File: src/rtl/rom_fetch_if.sv
// rom_fetch_if: control, ROM-side and output-stream signals of the instruction fetcher.
`timescale 1ns/1ps
interface rom_fetch_if #(
    parameter int DATA_WIDTH = 16,
    parameter int ADDR_WIDTH = 8
);
    logic                  fetch_en;
    logic                  redirect_valid;
    logic [ADDR_WIDTH-1:0] redirect_addr;
    logic [ADDR_WIDTH-1:0] rom_addr;
    logic [DATA_WIDTH-1:0] rom_data;
    logic                  rom_error;
    logic                  out_valid;
    logic                  out_ready;
    logic [DATA_WIDTH-1:0] out_instr;
    logic [ADDR_WIDTH-1:0] out_pc;
    logic                  out_error;
    logic                  halted;
    modport master (
        input  fetch_en, redirect_valid, redirect_addr, rom_data, rom_error, out_ready,
        output rom_addr, out_valid, out_instr, out_pc, out_error, halted
    );
    modport slave (
        output fetch_en, redirect_valid, redirect_addr, rom_data, rom_error, out_ready,
        input  rom_addr, out_valid, out_instr, out_pc, out_error, halted
    );
endinterface

File: src/rtl/rom_fetch.sv
// rom_fetch: ROM instruction fetcher with a 2-entry output FIFO and redirect flush.
// Define ROM_FETCH_ERR_HALT_EN to halt fetching after capturing a word flagged by rom_error.
`timescale 1ns/1ps
module rom_fetch #(
    parameter int                    DATA_WIDTH = 16,
    parameter int                    ADDR_WIDTH = 8,
    parameter logic [ADDR_WIDTH-1:0] RESET_PC   = '0
) (
    input logic         clk,
    input logic         rst_n,
    rom_fetch_if.master bus
);
    typedef enum logic [1:0] {IDLE, FETCH, HALT} state_t;
    state_t                r_state;
    logic [ADDR_WIDTH-1:0] r_pc;
    logic [ADDR_WIDTH-1:0] r_rom_addr;
    logic                  r_inflight;
    logic [1:0]            r_count;
    logic                  r_head;
    logic                  r_tail;
    logic [DATA_WIDTH-1:0] r_instr [2];
    logic [ADDR_WIDTH-1:0] r_tag [2];
    logic                  r_err [2];
    logic                  w_pop;
    logic                  w_cap;
    logic                  w_issue;
    logic [2:0]            w_occ;
`ifdef ROM_FETCH_ERR_HALT_EN
    logic                  r_halted;
    assign w_cap = r_inflight && r_state != HALT;
    assign bus.halted = r_halted;
`else
    assign w_cap = r_inflight;
    assign bus.halted = 1'b0;
`endif
    assign w_pop   = r_count != 2'd0 && bus.out_ready;
    // Space check counts the word already in flight so the FIFO can never overflow
    assign w_occ   = 3'(r_count) + 3'(r_inflight) - 3'(w_pop);
    assign w_issue = r_state == FETCH && bus.fetch_en && w_occ < 3'd2;
    always_ff @(posedge clk) begin
        if (!rst_n) begin
            r_state    <= IDLE;
            r_pc       <= RESET_PC;
            r_rom_addr <= '0;
            r_inflight <= 1'b0;
            r_count    <= 2'd0;
            r_head     <= 1'b0;
            r_tail     <= 1'b0;
            r_instr[0] <= '0;
            r_instr[1] <= '0;
            r_tag[0]   <= '0;
            r_tag[1]   <= '0;
            r_err[0]   <= 1'b0;
            r_err[1]   <= 1'b0;
`ifdef ROM_FETCH_ERR_HALT_EN
            r_halted   <= 1'b0;
`endif
        end else if (bus.redirect_valid) begin
            r_state    <= bus.fetch_en ? FETCH : IDLE;
            r_pc       <= bus.redirect_addr;
            r_rom_addr <= bus.redirect_addr;
            r_inflight <= 1'b0;
            r_count    <= 2'd0;
            r_head     <= 1'b0;
            r_tail     <= 1'b0;
`ifdef ROM_FETCH_ERR_HALT_EN
            r_halted   <= 1'b0;
`endif
        end else begin
            if (w_issue) begin
                r_rom_addr <= r_pc;
                r_pc       <= r_pc + ADDR_WIDTH'(1);
            end
            r_inflight <= w_issue;
            // rom_addr still holds the issued address while its data is returned
            if (w_cap) begin
                r_instr[r_tail] <= bus.rom_data;
                r_tag[r_tail]   <= r_rom_addr;
                r_err[r_tail]   <= bus.rom_error;
                r_tail          <= ~r_tail;
            end
            if (w_pop)
                r_head <= ~r_head;
            r_count <= r_count + 2'(w_cap) - 2'(w_pop);
`ifdef ROM_FETCH_ERR_HALT_EN
            if (w_cap && bus.rom_error) begin
                r_state  <= HALT;
                r_halted <= 1'b1;
            end else
`endif
            if (r_state == IDLE && bus.fetch_en)
                r_state <= FETCH;
            else if (r_state == FETCH && !bus.fetch_en)
                r_state <= IDLE;
        end
    end
    assign bus.rom_addr  = r_rom_addr;
    assign bus.out_valid = r_count != 2'd0;
    assign bus.out_instr = r_instr[r_head];
    assign bus.out_pc    = r_tag[r_head];
    assign bus.out_error = r_err[r_head];
endmodule

File: src/flat_wrapper.sv
// flat-port wrapper written by rule: the top's interface ports become plain ports
module rom_fetch_flat 
#(
    parameter int                    DATA_WIDTH = 16,
    parameter int                    ADDR_WIDTH = 8,
    parameter logic [ADDR_WIDTH-1:0] RESET_PC   = '0
)
  (clk, rst_n, bus_fetch_en, bus_redirect_valid, bus_redirect_addr, bus_rom_data, bus_rom_error, bus_out_ready, bus_rom_addr, bus_out_valid, bus_out_instr, bus_out_pc, bus_out_error, bus_halted);
  rom_fetch_if #(.DATA_WIDTH(DATA_WIDTH), .ADDR_WIDTH(ADDR_WIDTH)) bus_i ();
  input logic clk;
  input logic rst_n;
  input wire logic [$bits(bus_i.fetch_en)-1:0] bus_fetch_en;
  input wire logic [$bits(bus_i.redirect_valid)-1:0] bus_redirect_valid;
  input wire logic [$bits(bus_i.redirect_addr)-1:0] bus_redirect_addr;
  input wire logic [$bits(bus_i.rom_data)-1:0] bus_rom_data;
  input wire logic [$bits(bus_i.rom_error)-1:0] bus_rom_error;
  input wire logic [$bits(bus_i.out_ready)-1:0] bus_out_ready;
  output wire logic [$bits(bus_i.rom_addr)-1:0] bus_rom_addr;
  output wire logic [$bits(bus_i.out_valid)-1:0] bus_out_valid;
  output wire logic [$bits(bus_i.out_instr)-1:0] bus_out_instr;
  output wire logic [$bits(bus_i.out_pc)-1:0] bus_out_pc;
  output wire logic [$bits(bus_i.out_error)-1:0] bus_out_error;
  output wire logic [$bits(bus_i.halted)-1:0] bus_halted;
  assign bus_i.fetch_en = bus_fetch_en;
  assign bus_i.redirect_valid = bus_redirect_valid;
  assign bus_i.redirect_addr = bus_redirect_addr;
  assign bus_i.rom_data = bus_rom_data;
  assign bus_i.rom_error = bus_rom_error;
  assign bus_i.out_ready = bus_out_ready;
  assign bus_rom_addr = bus_i.rom_addr;
  assign bus_out_valid = bus_i.out_valid;
  assign bus_out_instr = bus_i.out_instr;
  assign bus_out_pc = bus_i.out_pc;
  assign bus_out_error = bus_i.out_error;
  assign bus_halted = bus_i.halted;
  rom_fetch #(.DATA_WIDTH(DATA_WIDTH), .ADDR_WIDTH(ADDR_WIDTH), .RESET_PC(RESET_PC)) u_core (.clk(clk), .rst_n(rst_n), .bus(bus_i));
endmodule
File: config.mk
export PLATFORM = sky130hd
export DESIGN_NAME = rom_fetch_flat
export DESIGN_NICKNAME = d
export VERILOG_FILES = /design/src/rtl/rom_fetch_if.sv /design/src/rtl/rom_fetch.sv /design/src/flat_wrapper.sv
export SDC_FILE = /design/constraint.sdc
export NUM_CORES = 1
export LEC_CHECK = 0
export BUFFER_PORTS_ARGS = -buffer_cell sky130_fd_sc_hd__buf_2
export CAP_MARGIN = 20
export CORE_MARGIN = 5
export CORE_UTILIZATION = 37
export DETAILED_ROUTE_END_ITERATION = 12
export PLACE_DENSITY = 0.64
export SYNTH_ARGS = -nofsm -noshare
export SYNTH_HDL_FRONTEND = slang
export SYNTH_SLANG_ARGS = --single-unit
File: constraint.sdc
create_clock -name clk -period 3.4 [get_ports clk]
set_input_delay 0.51 -clock clk [delete_from_list [all_inputs] [get_ports clk]]
set_output_delay 0.51 -clock clk [all_outputs]
set_load 0.02 [all_outputs]
* After elaboration in Yosys (flattened, before gate mapping)
Memory sizes are Yosys's and may differ from the RTL's. A register that Yosys moved wholly into a read port is not among the register bits. Index checks and enable logic that the tools add are counted.
Cells by class: add/subtract/negate cells 5, magnitude comparators 1, equality and inequality tests 1, multiplexer cells 28, bitwise gates (word level) 3, reduce and logical (&&, ||, !) cells 14
Operator list (count):
- $mux W8 | 5
- $mux W1 | 19
- $mux W16 | 1
- $reduce_or A16 Y1 | 1
- $add A8 B1 Y8 const B | 1
- $reduce_or A8 Y1 | 1
- $mux W2 | 3
- $logic_and A1 B1 Y1 | 5
- $reduce_bool A2 Y1 | 2
- $add A2 B1 Y3 | 1
- $lt A3 B2 Y1 const B | 1
- $not A1 Y1 | 3
- $reduce_bool A3 Y1 | 1
- $sub A3 B1 Y3 | 1
- $add A2 B1 Y2 | 1
- $eq A2 B1 Y1 const B | 1
- $logic_not A2 Y1 | 1
- $reduce_or A2 Y1 | 1
- $sub A2 B1 Y2 | 1
- $logic_not A1 Y1 | 1
- $reduce_or A1 Y1 | 1
Storage, ports and cells: register bits 23, memory bits (writable) 50, input bits 30, output and inout bits 35, word-level logic and storage cells 62, memories 3
Memory list:
- u_core.r_instr | depth 2, width 16, read ports 1, clocked after memory_dff 1, wr ports 2, line rom_fetch.sv:21 | logic [DATA_WIDTH-1:0] r_instr [2];
- u_core.r_tag | depth 2, width 8, read ports 1, clocked after memory_dff 1, wr ports 2, line rom_fetch.sv:22 | logic [ADDR_WIDTH-1:0] r_tag [2];
- u_core.r_err | depth 2, width 1, read ports 1, clocked after memory_dff 1, wr ports 2, line rom_fetch.sv:23 | logic r_err [2];

* Longest topological paths before layout
depth in word-level cells 7, gate-level depth with buffers 11, mapped depth without buffers 10

* Worst setup path after synthesis
Ideal clock, no wire load.
kind register -> register, start point register u_core.r_count[1], end point register u_core.r_pc[7], setup time 0.074 ns, data arrival time 2.759 ns, data required time 3.326 ns, path slack 0.567 ns, cell stages (with the launch flop) 11, buffers on the path 0, period minus slack after synthesis 2.833 ns, path through dfxtp_1 -> or2_2 -> and2_1 -> ha_1 -> inv_1 -> ha_1 -> fa_1 -> and3b_1 -> nand2_1 -> or4_1 -> a31oi_1
Between the ends: longest elaborated chain between the ends 6, elaborated cells between the ends (all ways) 7, classes of those cells add/sub (2); order compare (1); reduce/logical (4)
RTL lines:
- from (decl) | line rom_fetch.sv:18 | logic [1:0] r_count;
- from (signal assigned) | line rom_fetch.sv:84 | r_count <= r_count + 2'(w_cap) - 2'(w_pop);
- $reduce_bool A2 Y1
- named net bus_out_valid | line flat_wrapper.sv:19 | output wire logic [$bits(bus_i.out_valid)-1:0] bus_out_valid;
- $logic_and A1 B1 Y1 | line rom_fetch.sv:36 | assign w_pop = r_count != 2'd0 && bus.out_ready;
- named net u_core.w_pop | line rom_fetch.sv:24 | logic w_pop;
- $sub A3 B1 Y3 | line rom_fetch.sv:38 | assign w_occ = 3'(r_count) + 3'(r_inflight) - 3'(w_pop);
- named net u_core.w_occ[1] | line rom_fetch.sv:27 | logic [2:0] w_occ;
- $lt A3 B2 Y1 | line rom_fetch.sv:39 | assign w_issue = r_state == FETCH && bus.fetch_en && w_occ < 3'd2;
- $logic_and A1 B1 Y1 | line rom_fetch.sv:39
- $reduce_bool A2 Y1 (no source line)
- to (signal assigned) | line rom_fetch.sv:60 | r_pc <= bus.redirect_addr;
- to (signal assigned) | line rom_fetch.sv:72 | r_pc <= r_pc + ADDR_WIDTH'(1);
- to (decl) | line rom_fetch.sv:15 | logic [ADDR_WIDTH-1:0] r_pc;
The timed path passes the listed nets, and every way through them passes these cells. A chain may end at the register's enable or synchronous reset.

* Worst setup path after layout
start point register u_core.r_count[1], end point register u_core.r_pc[7]
Between the ends: longest elaborated chain between the ends 6, elaborated cells between the ends (all ways) 7, classes of those cells add/sub (2); order compare (1); reduce/logical (4)
RTL lines (line):
- $reduce_bool A2 Y1 | rom_fetch.sv:36
- $logic_and A1 B1 Y1 | rom_fetch.sv:36
- named net u_core.w_pop | rom_fetch.sv:24
- $sub A3 B1 Y3 | rom_fetch.sv:38
- named net u_core.w_occ[1] | rom_fetch.sv:27
- $lt A3 B2 Y1 | rom_fetch.sv:39
- $logic_and A1 B1 Y1 | rom_fetch.sv:39
- $reduce_bool A2 Y1 (no source line)
The timed path passes the listed nets, and every way through them passes these cells.

==> run_results.csv <==
group,metric,value,unit
floorplan,io_pins,65,
pwr,p_seq_share,51.8,%
setup_path,crit_family,"simple AND/OR/NAND/NOR gates",
layout,layout.cells.non_filler,438,
route,drc,0,
layout,nNetsFinal,362,
setup_path,crit_chain,"or2_2, and2_1, ha_1, inv_1, ha_1, fa_1, and3b_1, nand2_1, or4_1, a31oi_1",
sta,finalMaxSlewViolations,0,
route,viasPerCell,4.79,
floorplan,initial_core_util,38.2,%
synth,ys_ff_latch,73,
global_routing,grt_pass1_vias,2149,
setup_path,cp_max_fo,4,
layout,fill_cells,789,
pwr,p_leak,1.57,nW
floorplan,fp.dieW,102,um
clock_tree,cts_tree,"built",
route,drtIter0Drc,90,
pwr,ir_drop,0.000192,V
clock_tree,cts_made_buffers,9,
clock_tree,clockRootBuffer,"clkbuf_8",
pwr,combPwrFrac,6.9,%
route,wl_per_cell,14.6,um
layout,area_growth_syn_to_layout,22.0,%
clock_tree,worstSkewPairLatency,0.35,ns
sta,hold_ws,0.387,ns
synth,ys_warn_count,0,
placement,dpl.cell_count,422,
clock_tree,htreeDepth,3,
placement,dp_hpwl,4510,um
hold_path,holdCritPathClass,"input pin to register",
route,dr.pass1.iters,4,
setup_path,crit_type,"register to register",
floorplan,core,8260,um2
clock_tree,cts.sinks,73,
sta,fmax,0.346,GHz
global_routing,grt_max_degree,28,
placement,port_buffers,63,
clock_tree,clkSlewWorstSetupHoldPaths,0.07,ns
setup_path,max_stage_delay,0.50,ns
synth,ys_seq_area_share,61.6,%
clock_tree,clock_path_buffers,2,
global_routing,antenna_found_initial,0,
outcome,status,"finished, final reports clean",
setup_path,path_buf_inv,1,
layout,seqCellArea,1940,um2
job,cap_violations,0,
route,drtAntennaViolNets,0,
pwr,p_int,0.00151,W
setup_path,crit_slowest_cell,"or4_1",
setup_path,arrival,3.17,ns
setup_path,crit_top_cell,"ha_1",
synth,syn-num-nets,293,
setup_path,end_kind,"register",
sta,slew_headroom,57.8,%
clock_tree,cts_resized,0,
synth,syn_inst,259,
sta,finalSetupTns,0,ns
layout,num_antenna_cells,0,
layout,multi_input_comb_area,1140,um2
sta,worst_slew_pin_slew,0.633,ns
sta,period_minus_slack,2.89,ns
route,wl,6410,um
sta,hold_violations,0,
global_routing,grt-ovfl-total,0,
synth,synth.distinct_cells,32,
pwr,switching_power,0.000414,W
placement,gp_congestion,0.933,
floorplan,die_h,102,um
sta,setup_violations,0,
setup_path,required,3.67,ns
pwr,p_sw_share,21.5,%
synth,synthesis.area,3150,um2
layout,layout_common_cells,"buf_2, and2_1, edfxtp_1",
sta,skew,0.00401,ns
floorplan,die_area,10500,um2
route,vias,2096,
synth,postSynthAreaPerCell,12.2,um2
sta,grt_setup_unrepaired,"false",
layout,final_common_cell,"buf_2",
layout,layout-drive-gt1-share,34.2,%
floorplan,num_rows,33,
setup_path,cp-start-kind,"register",
sta,period_share,85.1,%
global_routing,grt_util_all_layers,13.0,%
pwr,powerDensity,501,nW/um2
clock_tree,cts_hold_buf,0,
pwr,power.clock.fraction,41.3,%
global_routing,grt_pass1_wl,10200,um
clock_tree,cts_setup_buffers,0,
[Yosys cell counts]
library cell / count / share of area [%]
nand3b_1: 1 / 0.24
nand3_1: 4 / 0.64
edfxtp_1: 48 / 46
nand2_1: 25 / 3.0
o21ai_0: 10 / 1.6
o31ai_1: 1 / 0.24
dfxtp_1: 25 / 16
conb_1: 1 / 0.12
nor2_1: 4 / 0.48
buf_4: 1 / 0.24
nor4_1: 1 / 0.20
nand4_1: 1 / 0.20
or4_1: 1 / 0.24
mux2_2: 25 / 8.9
nor2b_1: 1 / 0.20
and3_1: 1 / 0.20
xor2_1: 3 / 0.83
nor3_1: 3 / 0.48
nand2b_1: 3 / 0.60
or2_2: 1 / 0.20
and2_1: 52 / 10
and4_1: 1 / 0.28
ha_1: 3 / 1.2
buf_1: 1 / 0.12
nor2_2: 1 / 0.20
a31oi_1: 10 / 2.0
clkbuf_1: 11 / 1.3
a21oi_1: 6 / 0.95
inv_1: 5 / 0.60
and3b_1: 1 / 0.28
xnor2_1: 7 / 1.9
fa_1: 1 / 0.64
[cells by family (layout without fill, tap and decap cells)]
group                      after synthesis  in the layout  share of synthesized area [%]
AOI/OAI and AO/OA                       27             27                           4.76
DFF                                     73             73                           61.6
other                                    1              1                          0.119
buffers and inverters                   18             92                           2.26
muxes                                   25             25                           8.93
and+or+nand+nor                        101            101                           17.7
adders and majority gates                4              4                           1.83
xor gates and xnor gates                10             10                           2.78
[layer usage]
metal	GRT usage (%)	wire [um]	share of wire, %
met5	0	0	0
met4	5.45	107	1.7
met3	4.37	454	7.1
met2	21.5	3130	49
met1	15.5	2720	42
[path summary, 6_finish.rpt]
check | startpoint | slack, ns | cells after the start | endpoint
worst max-delay path | u_core.r_count[1] | 0.51 | 10 | u_core.r_pc[7]
worst min-delay path | bus_rom_error | 0.39 | 3 | u_core.r_err[0]
worst max register to register | u_core.r_count[1] | 0.51 | 10 | u_core.r_pc[7]
worst min register to register | u_core.r_err[0] | 0.47 | 2 | u_core.r_err[0]
[layout make-up]
type	instances	area share (%)
clock buffer	9	3.22
sequential	73	50.5
inverter	5	0.488
clock inverter	7	2.83
multi-input combinational	168	29.8
tap	105	3.42
timing repair buffer	71	9.77
[metrics by stage]
step	instance area, um2	total power (W)	worst slack, ns	utilization (%)
2_1_floorplan	3150	0.00109	0.567	-
3_3_place_gp	3610	0.00115	0.619	43.7
3_5_place_dp	3610	0.00115	0.537	43.7
4_1_cts	3840	0.00195	0.503	46.5
5_1_grt	3840	0.00200	0.346	46.5
6_report	3840	0.00192	0.508	46.5
[power by group through the flow]
stage,Combinational (W),Clock [W],Sequential (W)
after global placement,0.000134,0,0.00102
after detailed placement,0.000135,0,0.00102
final,0.000133,0.000794,0.000998
after floorplan,0.0000709,0,0.00102
after CTS,0.000136,0.000812,0.000998
after global routing,0.000148,0.000854,0.00100
[registers in the layout (all words and copies together), names as in the netlist, named ones only]
name	count
u_core.r_head	1
u_core.r_count	2
u_core.bus.rom_addr	8
u_core.r_inflight	1
u_core.r_pc	8
u_core.r_state	1
u_core.r_instr	32
u_core.r_tail	1
u_core.r_err	2
u_core.r_tag	16
[worst min-delay path: stages]
cell     delay (ns)
buf_2          0.09
nand2_1        0.04
o21ai_0        0.05
(Power assumes the default switching activity.)
